File: src/rtl/osd_pkg.sv
// rtl/osd_pkg.sv - shared types and helpers for the OSD overlay blocks
package osd_pkg;

    localparam int PAGE_SEL_W = 3;

    typedef enum logic [1:0] {
        MODE_MANUAL = 2'd0,
        MODE_AUTO   = 2'd1,
        MODE_HIDDEN = 2'd2
    } mode_e;

    typedef enum logic [1:0] {
        STEP_NONE = 2'd0,
        STEP_FWD  = 2'd1,
        STEP_BACK = 2'd2
    } step_e;

    // Mode key cycles MANUAL -> AUTO -> HIDDEN -> MANUAL
    function automatic mode_e next_mode(input mode_e m);
        case (m)
            MODE_MANUAL: next_mode = MODE_AUTO;
            MODE_AUTO:   next_mode = MODE_HIDDEN;
            default:     next_mode = MODE_MANUAL;
        endcase
    endfunction

endpackage

File: src/rtl/vs_sof_detect.sv
// rtl/vs_sof_detect.sv - vertical sync falling-edge detector (frame start)
module vs_sof_detect (
    input  logic clk_i,
    input  logic rst_ni,
    input  logic vs_i,
    output logic sof_o
);

    logic vs_q;

    // Previous vsync sample; a high sample followed by a low input marks frame start
    always_ff @(posedge clk_i or negedge rst_ni) begin
        if (!rst_ni) begin
            vs_q <= 1'b0;
        end else begin
            vs_q <= vs_i;
        end
    end

    assign sof_o = vs_q & ~vs_i;

endmodule

File: src/rtl/osd_page_sched.sv
// rtl/osd_page_sched.sv - frame-synchronous OSD page, mode and ROM base scheduler
module osd_page_sched
    import osd_pkg::*;
#(
    parameter int PAGES       = 5,
    parameter int PAGE_WORDS  = 640,
    parameter int ADDR_W      = 16,
    parameter int AUTO_FRAMES = 60
) (
    input  logic                  pclk,
    input  logic                  rst_n,
    input  logic                  i_vs,
    input  logic                  key_next,
    input  logic                  key_prev,
    input  logic                  key_mode,
    output logic [PAGE_SEL_W-1:0] page_sel,
    output logic [ADDR_W-1:0]     rom_base,
    output logic                  osd_en,
    output logic                  auto_on,
    output logic                  sof
);

    localparam int CNT_W = $clog2(AUTO_FRAMES) + 1;

    localparam logic [ADDR_W-1:0]     PAGE_STEP = ADDR_W'(PAGE_WORDS);
    localparam logic [ADDR_W-1:0]     LAST_BASE = ADDR_W'((PAGES - 1) * PAGE_WORDS);
    localparam logic [PAGE_SEL_W-1:0] LAST_PAGE = PAGE_SEL_W'(PAGES - 1);
    localparam logic [CNT_W-1:0]      CNT_LAST  = CNT_W'(AUTO_FRAMES - 1);

    logic sof_int;

    mode_e                 mode_q,      mode_d;
    logic                  mode_pend_q, mode_pend_d;
    step_e                 step_pend_q, step_pend_d;
    step_e                 do_step;
    logic [CNT_W-1:0]      cnt_q,       cnt_d;
    logic [PAGE_SEL_W-1:0] page_q,      page_d;
    logic [ADDR_W-1:0]     base_q,      base_d;
    logic                  osd_en_q;
    logic                  auto_on_q;
    logic                  sof_q;

    vs_sof_detect u_sof (
        .clk_i  (pclk),
        .rst_ni (rst_n),
        .vs_i   (i_vs),
        .sof_o  (sof_int)
    );

    // Latch key requests between frames and resolve them at frame start
    always_comb begin
        mode_d      = mode_q;
        mode_pend_d = mode_pend_q | key_mode;
        cnt_d       = cnt_q;
        page_d      = page_q;
        base_d      = base_q;
        do_step     = STEP_NONE;

        // At frame start the pending step is consumed; a key in that same
        // cycle is kept for the following frame.
        step_pend_d = sof_int ? STEP_NONE : step_pend_q;
        if (mode_q != MODE_HIDDEN) begin
            if (key_next && !key_prev) begin
                step_pend_d = STEP_FWD;
            end else if (key_prev && !key_next) begin
                step_pend_d = STEP_BACK;
            end
        end

        if (sof_int) begin
            mode_pend_d = key_mode;

            // The step decision uses the mode that was active for the ending frame
            if (mode_q != MODE_HIDDEN) begin
                if (step_pend_q != STEP_NONE) begin
                    do_step = step_pend_q;
                    cnt_d   = '0;
                end else if (mode_q == MODE_AUTO && cnt_q == CNT_LAST) begin
                    do_step = STEP_FWD;
                    cnt_d   = '0;
                end else if (mode_q == MODE_AUTO) begin
                    cnt_d = cnt_q + CNT_W'(1);
                end else begin
                    cnt_d = '0;
                end
            end

            if (mode_pend_q) begin
                mode_d = next_mode(mode_q);
            end

            if (mode_d == MODE_HIDDEN) begin
                step_pend_d = STEP_NONE;
                cnt_d       = '0;
            end
        end

        // Base address tracks the page by add/subtract so no multiplier is needed
        case (do_step)
            STEP_FWD: begin
                if (page_q == LAST_PAGE) begin
                    page_d = '0;
                    base_d = '0;
                end else begin
                    page_d = page_q + PAGE_SEL_W'(1);
                    base_d = base_q + PAGE_STEP;
                end
            end
            STEP_BACK: begin
                if (page_q == '0) begin
                    page_d = LAST_PAGE;
                    base_d = LAST_BASE;
                end else begin
                    page_d = page_q - PAGE_SEL_W'(1);
                    base_d = base_q - PAGE_STEP;
                end
            end
            default: ;
        endcase
    end

    // Scheduler state and registered outputs, all changing together with sof
    always_ff @(posedge pclk or negedge rst_n) begin
        if (!rst_n) begin
            mode_q      <= MODE_MANUAL;
            mode_pend_q <= 1'b0;
            step_pend_q <= STEP_NONE;
            cnt_q       <= '0;
            page_q      <= '0;
            base_q      <= '0;
            osd_en_q    <= 1'b1;
            auto_on_q   <= 1'b0;
            sof_q       <= 1'b0;
        end else begin
            mode_q      <= mode_d;
            mode_pend_q <= mode_pend_d;
            step_pend_q <= step_pend_d;
            cnt_q       <= cnt_d;
            page_q      <= page_d;
            base_q      <= base_d;
            osd_en_q    <= (mode_d != MODE_HIDDEN);
            auto_on_q   <= (mode_d == MODE_AUTO);
            sof_q       <= sof_int;
        end
    end

    assign page_sel = page_q;
    assign rom_base = base_q;
    assign osd_en   = osd_en_q;
    assign auto_on  = auto_on_q;
    assign sof      = sof_q;

endmodule

File: config.mk
export PLATFORM = sky130hd
export DESIGN_NAME = osd_page_sched
export DESIGN_NICKNAME = d
export VERILOG_FILES = /design/src/rtl/osd_pkg.sv /design/src/rtl/vs_sof_detect.sv /design/src/rtl/osd_page_sched.sv
export SDC_FILE = /design/constraint.sdc
export NUM_CORES = 1
export LEC_CHECK = 0
export ABC_CLOCK_PERIOD_IN_PS = 3900
export CORE_MARGIN = 2
export CORE_UTILIZATION = 38
export CTS_BUF_LIST = sky130_fd_sc_hd__clkbuf_4 sky130_fd_sc_hd__clkbuf_8 sky130_fd_sc_hd__clkbuf_16
export CTS_CLUSTER_SIZE = 30
export DETAILED_ROUTE_END_ITERATION = 16
export HOLD_SLACK_MARGIN = 0.1
export PLACE_DENSITY = 0.57
export SETUP_SLACK_MARGIN = 0.3
export SKIP_LAST_GASP = 1
export SYNTH_ARGS = -nofsm -noshare
export SYNTH_HDL_FRONTEND = slang
export SYNTH_SLANG_ARGS = --single-unit
File: constraint.sdc
create_clock -name pclk -period 3.9 [get_ports pclk]
set_clock_uncertainty 0.05 [all_clocks]
set_input_delay 0.975 -clock pclk [delete_from_list [all_inputs] [get_ports pclk]]
set_output_delay 0.975 -clock pclk [all_outputs]
set_load 0.02 [all_outputs]
Word-level counts from Yosys, hierarchy flattened
Index checks and enable logic that the tools add are counted.
Widths: inputs -> output; s select.
{"block": "word_totals", "romBits": 0, "wordCells": 64, "out_inout_bits": 22, "n_memories": 0, "mem_bits_rw": 0, "latchBits": 0, "input_bits": 6, "register_bits": 35}
{"block": "op_classes", "addsub": 5, "n_eq_ne": 9, "reduce_logical": 11, "div": 0, "mul": 0, "n_bitwise": 3, "shifts": 0, "mux": 26, "magnitude_cmp": 0}
{"cell": "$mux 7", "n": 5}
{"cell": "$mux 16", "n": 2}
{"cell": "$pmux 16 s2", "n": 1}
{"cell": "$mux 2", "n": 12}
{"cell": "$add 16x10->16 const B", "n": 1}
{"cell": "$sub 16x10->16 const B", "n": 1}
{"cell": "$add 7x1->7 const B", "n": 1}
{"cell": "$eq 7x6->1 const B", "n": 1}
{"cell": "$eq 2x1->1 const B", "n": 3}
{"cell": "$mux 3", "n": 2}
{"cell": "$pmux 3 s2", "n": 1}
{"cell": "$reduce_bool 2->1", "n": 3}
{"cell": "$eq 2x2->1 const B", "n": 2}
{"cell": "$ne 2x2->1 const B", "n": 2}
{"cell": "$pmux 2 s2", "n": 1}
{"cell": "$add 3x1->3 const B", "n": 1}
{"cell": "$eq 3x3->1 const B", "n": 1}
{"cell": "$logic_and 1x1->1", "n": 3}
{"cell": "$logic_not 3->1", "n": 1}
{"cell": "$sub 3x1->3 const B", "n": 1}
{"cell": "$logic_not 1->1", "n": 2}
{"cell": "$logic_not 2->1", "n": 1}
{"cell": "$mux 1", "n": 2}
{"cell": "$reduce_and 2->1", "n": 1}
{"cell": "3 further kinds", "n": 3}

Depth between registers and ports, before layout
{"block": "logic_depth", "ltp_word": 8, "depth_mapped": 12, "mapped_depth_nobuf": 10}

Modules after synthesis
Synthesis repeated with hierarchy kept, for this count alone.
{"block": "unflattened", "cells_unflattened": 196, "hier_area_um2": 1795.5}
{"module": "osd_page_sched", "cells_each": 194, "instances": 1, "seq_area_each_um2": 676.9, "area_per_inst_um2": 1756.7}
{"module": "vs_sof_detect", "cells_each": 2, "instances": 1, "seq_area_each_um2": 25.0, "area_per_inst_um2": 38.8}

Worst setup path before layout
No wires, ideal clock.
{"block": "synth_path", "kind": "input to register", "startpoint": "input port i_vs", "endpoint": "register base_q[14] (netlist: rom_base[14])", "path_buffers": 4, "setup_time_ns": 0.119, "required_time_ns": 3.731, "cell_stages": 12, "slack_ns": 1.066, "t_arrival_ns": 2.665, "cell_sequence": "nand2b_1 -> buf_6 -> inv_1 -> buf_4 -> and3_1 -> ha_1 -> buf_2 -> or2_2 -> clkbuf_1 -> a21oi_1 -> nor4b_1 -> o21ba_2"}
{"block": "synth_via", "elab_chain_len": 5, "word_cells_on_any_way": 7, "cone_classes": "eq/ne (2); mux (2); bitwise (2); reduce/logical (1)"}
{"item": "start, declared", "line": "osd_page_sched.sv:12", "source": "input logic i_vs,"}
{"item": "$not 1->1 (*)", "line": "vs_sof_detect.sv:20", "source": "assign sof_o = vs_q & ~vs_i;"}
{"item": "$and 1x1->1 (*)", "line": "vs_sof_detect.sv:20"}
{"item": "net sof_int", "line": "osd_page_sched.sv:30", "source": "logic sof_int;"}
{"item": "$mux 2 (*)", "line": "osd_page_sched.sv:70", "source": "if (sof_int) begin"}
{"item": "$eq 2x2->1 / $eq 2x1->1 (equally long branches)", "line": "osd_page_sched.sv:99", "source": "case (do_step)"}
{"item": "$pmux 16 s2 / $reduce_bool 2->1 (equally long branches)"}
{"item": "end signal, assigned", "line": "osd_page_sched.sv:140", "source": "base_q <= base_d;"}
{"item": "end, declared", "line": "osd_page_sched.sv:38", "source": "logic [ADDR_W-1:0] base_q, base_d;"}
Mark *: on every way through the listed nets, which the timed path passes. The rest lies on a longest branch.
A chain may end at the register's enable or synchronous reset.

Final worst setup path
{"block": "layout_path", "startpoint": "input port i_vs", "endpoint": "register base_q[12] (netlist: rom_base[12])"}
{"block": "layout_via", "elab_chain_len": 5, "word_cells_on_any_way": 7, "cone_classes": "eq/ne (2); mux (2); bitwise (2); reduce/logical (1)"}
{"item": "$not 1->1 (*)", "line": "vs_sof_detect.sv:20"}
{"item": "$and 1x1->1 (*)", "line": "vs_sof_detect.sv:20"}
{"item": "$mux 2 (*)", "line": "osd_page_sched.sv:70"}
{"item": "$eq 2x2->1 / $eq 2x1->1 (equally long branches)", "line": "osd_page_sched.sv:99"}
{"item": "$pmux 16 s2 / $reduce_bool 2->1 (equally long branches)"}
Every way passes the cells marked *; elsewhere a longest branch is shown, timed or not.

==> impl_summary.log <==
[metrics] run status: finished clean
[metrics] Netlist Area Pre-Place: 0.00181 sq mm
[metrics] maximum clock rate: 308 MHz
[metrics] pin count of the biggest net entering global routing: 29
[metrics] residual DRC count: 0
[metrics] fin. max-slew vios: 0
[metrics] site row count: 25
[metrics] grt ovf: 0
[metrics] number of global-route vias before repair: 1,311
[metrics] worst reg-to-reg setup slack: approximately 1.3 ns
[metrics] root buffer cell: clkbuf_8
[metrics] proportion of layout cells with a drive suffix above 1: 0.0857
[metrics] most used standard cell by instance count after synthesis: dfrtp_1
[metrics] post-place instance area: 0.00199 sq mm
[metrics] Max Buffers Root-to-Sink: 2
[metrics] top post-synthesis cells by count: dfrtp_1, a21oi_1, nand2_1
[metrics] final non-filler cell area: 0.00204 sq mm
[metrics] number of library cell types mapped by synthesis: between 50 and 60
[metrics] number of max-cap violations: 0
[metrics] Die Ht: ~73 um
[metrics] arrival time reported for the critical path endpoint: 3.37 ns
[metrics] CTS hold repair buffers: 0
[metrics] Synth Register Bits: 28
[metrics] cell count after synthesis: 195
[metrics] RSZ-0062 raised after global routing: false
[metrics] final weighted congestion in routability-driven placement: roughly 0.84
[metrics] total length of routed wires: 3.66 mm
[metrics] Synthesis Warnings: 0
[metrics] count of flip-flops with a built-in enable after synthesis: 0
[metrics] Synth Area in Adders: 0.0554
[metrics] count of final hold-check violations: 0
[metrics] post-synthesis xor/xnor area fraction: 0.00970
[metrics] routed length per instance: 13.9 um
[metrics] post-synth top area share: 0.374
[metrics] post-synthesis sequential area ratio: 0.389
[metrics] clock transition time at the flip-flop clock pins of the worst setup and hold paths: 0.10 ns
[metrics] fin crit share: 0.834
[metrics] largest area contributor in the netlist: dfrtp_1
[metrics] Placed Cells incl. Taps: 260
[metrics] Clock H-tree levels: 1
[metrics] wire length of the first global-routing pass: 6.34 mm
[metrics] CP Launch Type: primary input
[metrics] count of TritonRoute iterations in the first routing pass: 4
[metrics] most used flip-flop cell after synthesis: dfrtp_1
[metrics] crit-path max FO: 15
[metrics] PostCTS Resize Cnt: 0
[metrics] power per cell area: 658 mW/mm^2
[metrics] # setup viols final: 0
[metrics] total negative setup slack: 0 ns
[metrics] Clock Sinks: 28
[metrics] number of CTS-inserted buffers: 3
[metrics] gr usage total: 0.150
[metrics] number of input and output port buffers inserted: 20
[metrics] buffer count from post-CTS setup fixing: 0
[metrics] Critical Path Sink Type: register
[metrics] critical path required time: 4.02 ns
[metrics] number of antenna diodes: 0
[metrics] type of the most critical hold path: reg2reg
[metrics] post-DP HPWL: between 2 and 3 mm
[metrics] Die ar.: between 0.005 and 0.006 sq mm
[metrics] clock insertion delay at the later pin of the skew report: 0.28 ns
[metrics] Routed Antenna Nets: 0
[metrics] detail-routed via count per cell: 5.60
[metrics] number of top-level pins: 28
[metrics] Leakage Power: 0.896 nW
[metrics] antenna violations before repair: 0
[metrics] post-synthesis compound-gate area fraction: 0.254
[metrics] Post-Synthesis Mean Instance Area: 9.26 sq um
[metrics] startpoint-to-endpoint class of the critical path: in2reg
[metrics] Max rail drop VDD: about 240 uV
[metrics] initial cell density of the core: 0.387
[metrics] post-synthesis mux area share: 0.0173
[metrics] die span in x: 72.9 um
[metrics] final-stage net count: 225
[metrics] Core ar.: 0.00466 sq mm
[metrics] final core utilization: 0.438
[metrics] relative slew slack: 0.549
[metrics] Tmin final: 3.25 ns
[metrics] Post-Synth Simple-Gate Area: 0.187
[metrics] violation count after the first detailed-route iteration: 100
[metrics] slew at the pin with the worst max-slew slack: 0.675 ns
[metrics] count of vias placed by the detailed router: 1,479
[metrics] combinational family with the most area after synthesis: compound AO/OA/AOI/OAI gates
[metrics] Area Growth Syn to Fin: 13.0%
[metrics] ranking of synthesized cells by area: dfrtp_1, ha_1, a21oi_1
[metrics] CTS tree: yes
[metrics] fraction of registers with async set or reset after synthesis: 1.00
[metrics] number of cells in the finished layout apart from fillers: 264
-- worst paths after layout --
kind                            startpoint            to  cells past startpoint
worst max-delay path                  i_vs  rom_base[12]                      9
min in group asynchronous            rst_n  rom_base[11]                      2
worst max register to register    cnt_q[0]  rom_base[12]                     10
max in group asynchronous            rst_n        osd_en                      2
worst min register to register    cnt_q[6]      cnt_q[6]                      1
worst min-delay path              cnt_q[6]      cnt_q[6]                      1
-- metal layers --
layer	vias up	track usage	part of all wire
met5	-	0	0
met4	0	0.0494	0.014
met3	5	0.0221	0.040
met2	41	0.218	0.42
met1	696	0.227	0.53
li1	737	-	-
-- report_power, final --
| part | internal, mW | switching [mW] |
|---|---|---|
| clock network | 0.0804 | 0.0940 |
| logic | 0.300 | 0.352 |
| registers | 0.376 | 0.140 |
-- cells by family (layout without fill, tap and decap cells) --
family	after synthesis	after routing
and+or+nand+nor	60	60
DFF	28	28
xor gates and xnor gates	2	2
AOI/OAI and AO/OA	67	67
buffers and inverters	26	35
muxes	3	3
other	1	7
adders and majority gates	8	8
-- registers in the layout, summed over array words and instances (netlist names) --
name	flops
auto_on	1
sof	1
page_sel	3
step_pend_q	2
u_sof.vs_q	1
osd_en	1
cnt_q	7
rom_base	9
mode_q	2
mode_pend_q	1
-- final cells by class --
type / instances / area [sq um]
repair buffers: 22 / 215
flip-flops and latches: 28 / 702
inverters: 9 / 33.8
clock buffers: 4 / 48.8
well taps: 54 / 67.6
fillers: 456 / 2620
multi-input cells: 147 / 972
-- cell usage in the layout (no fill, tap or decap), types with 3 or more instances in the layout --
| cell | count |
|---|---|
| nor2_1 | 7 |
| nand2_1 | 13 |
| nor3_1 | 5 |
| clkbuf_8 | 3 |
| nor2b_1 | 3 |
| ha_1 | 8 |
| a21oi_1 | 15 |
| nor4_1 | 3 |
| a31oi_1 | 8 |
| and3_1 | 5 |
| a22oi_1 | 3 |
| conb_1 | 7 |
| o31ai_1 | 4 |
| clkdlybuf4s50_1 | 20 |
| or3_1 | 3 |
| nand2b_1 | 7 |
| o21ai_0 | 9 |
| nand3_1 | 4 |
| a21o_1 | 4 |
| inv_1 | 9 |
| dfrtp_1 | 27 |
| a211oi_1 | 3 |
-- worst max-delay path: stages --
cell and delay [ns]:
clkdlybuf4s50_1 0.46, nand2b_1 0.26, inv_1 0.25, and3_1 0.24, ha_1 0.55, nor3_1 0.13, and3_1 0.20, a311oi_1 0.23
a21oi_1 0.06
-- per-stage QoR --
step | setup WS (ns) | hold WS [ns] | total power, mW
floorplan | 1.07 | 0.393 | 0.953
global placement | 0.409 | 0.430 | 1.17
global route | 0.382 | 0.475 | 1.45
detailed placement | 0.355 | 0.426 | 1.17
CTS | 0.646 | 0.444 | 1.35
finish | 0.648 | 0.441 | 1.34
Power figures use the tool's default switching activity.
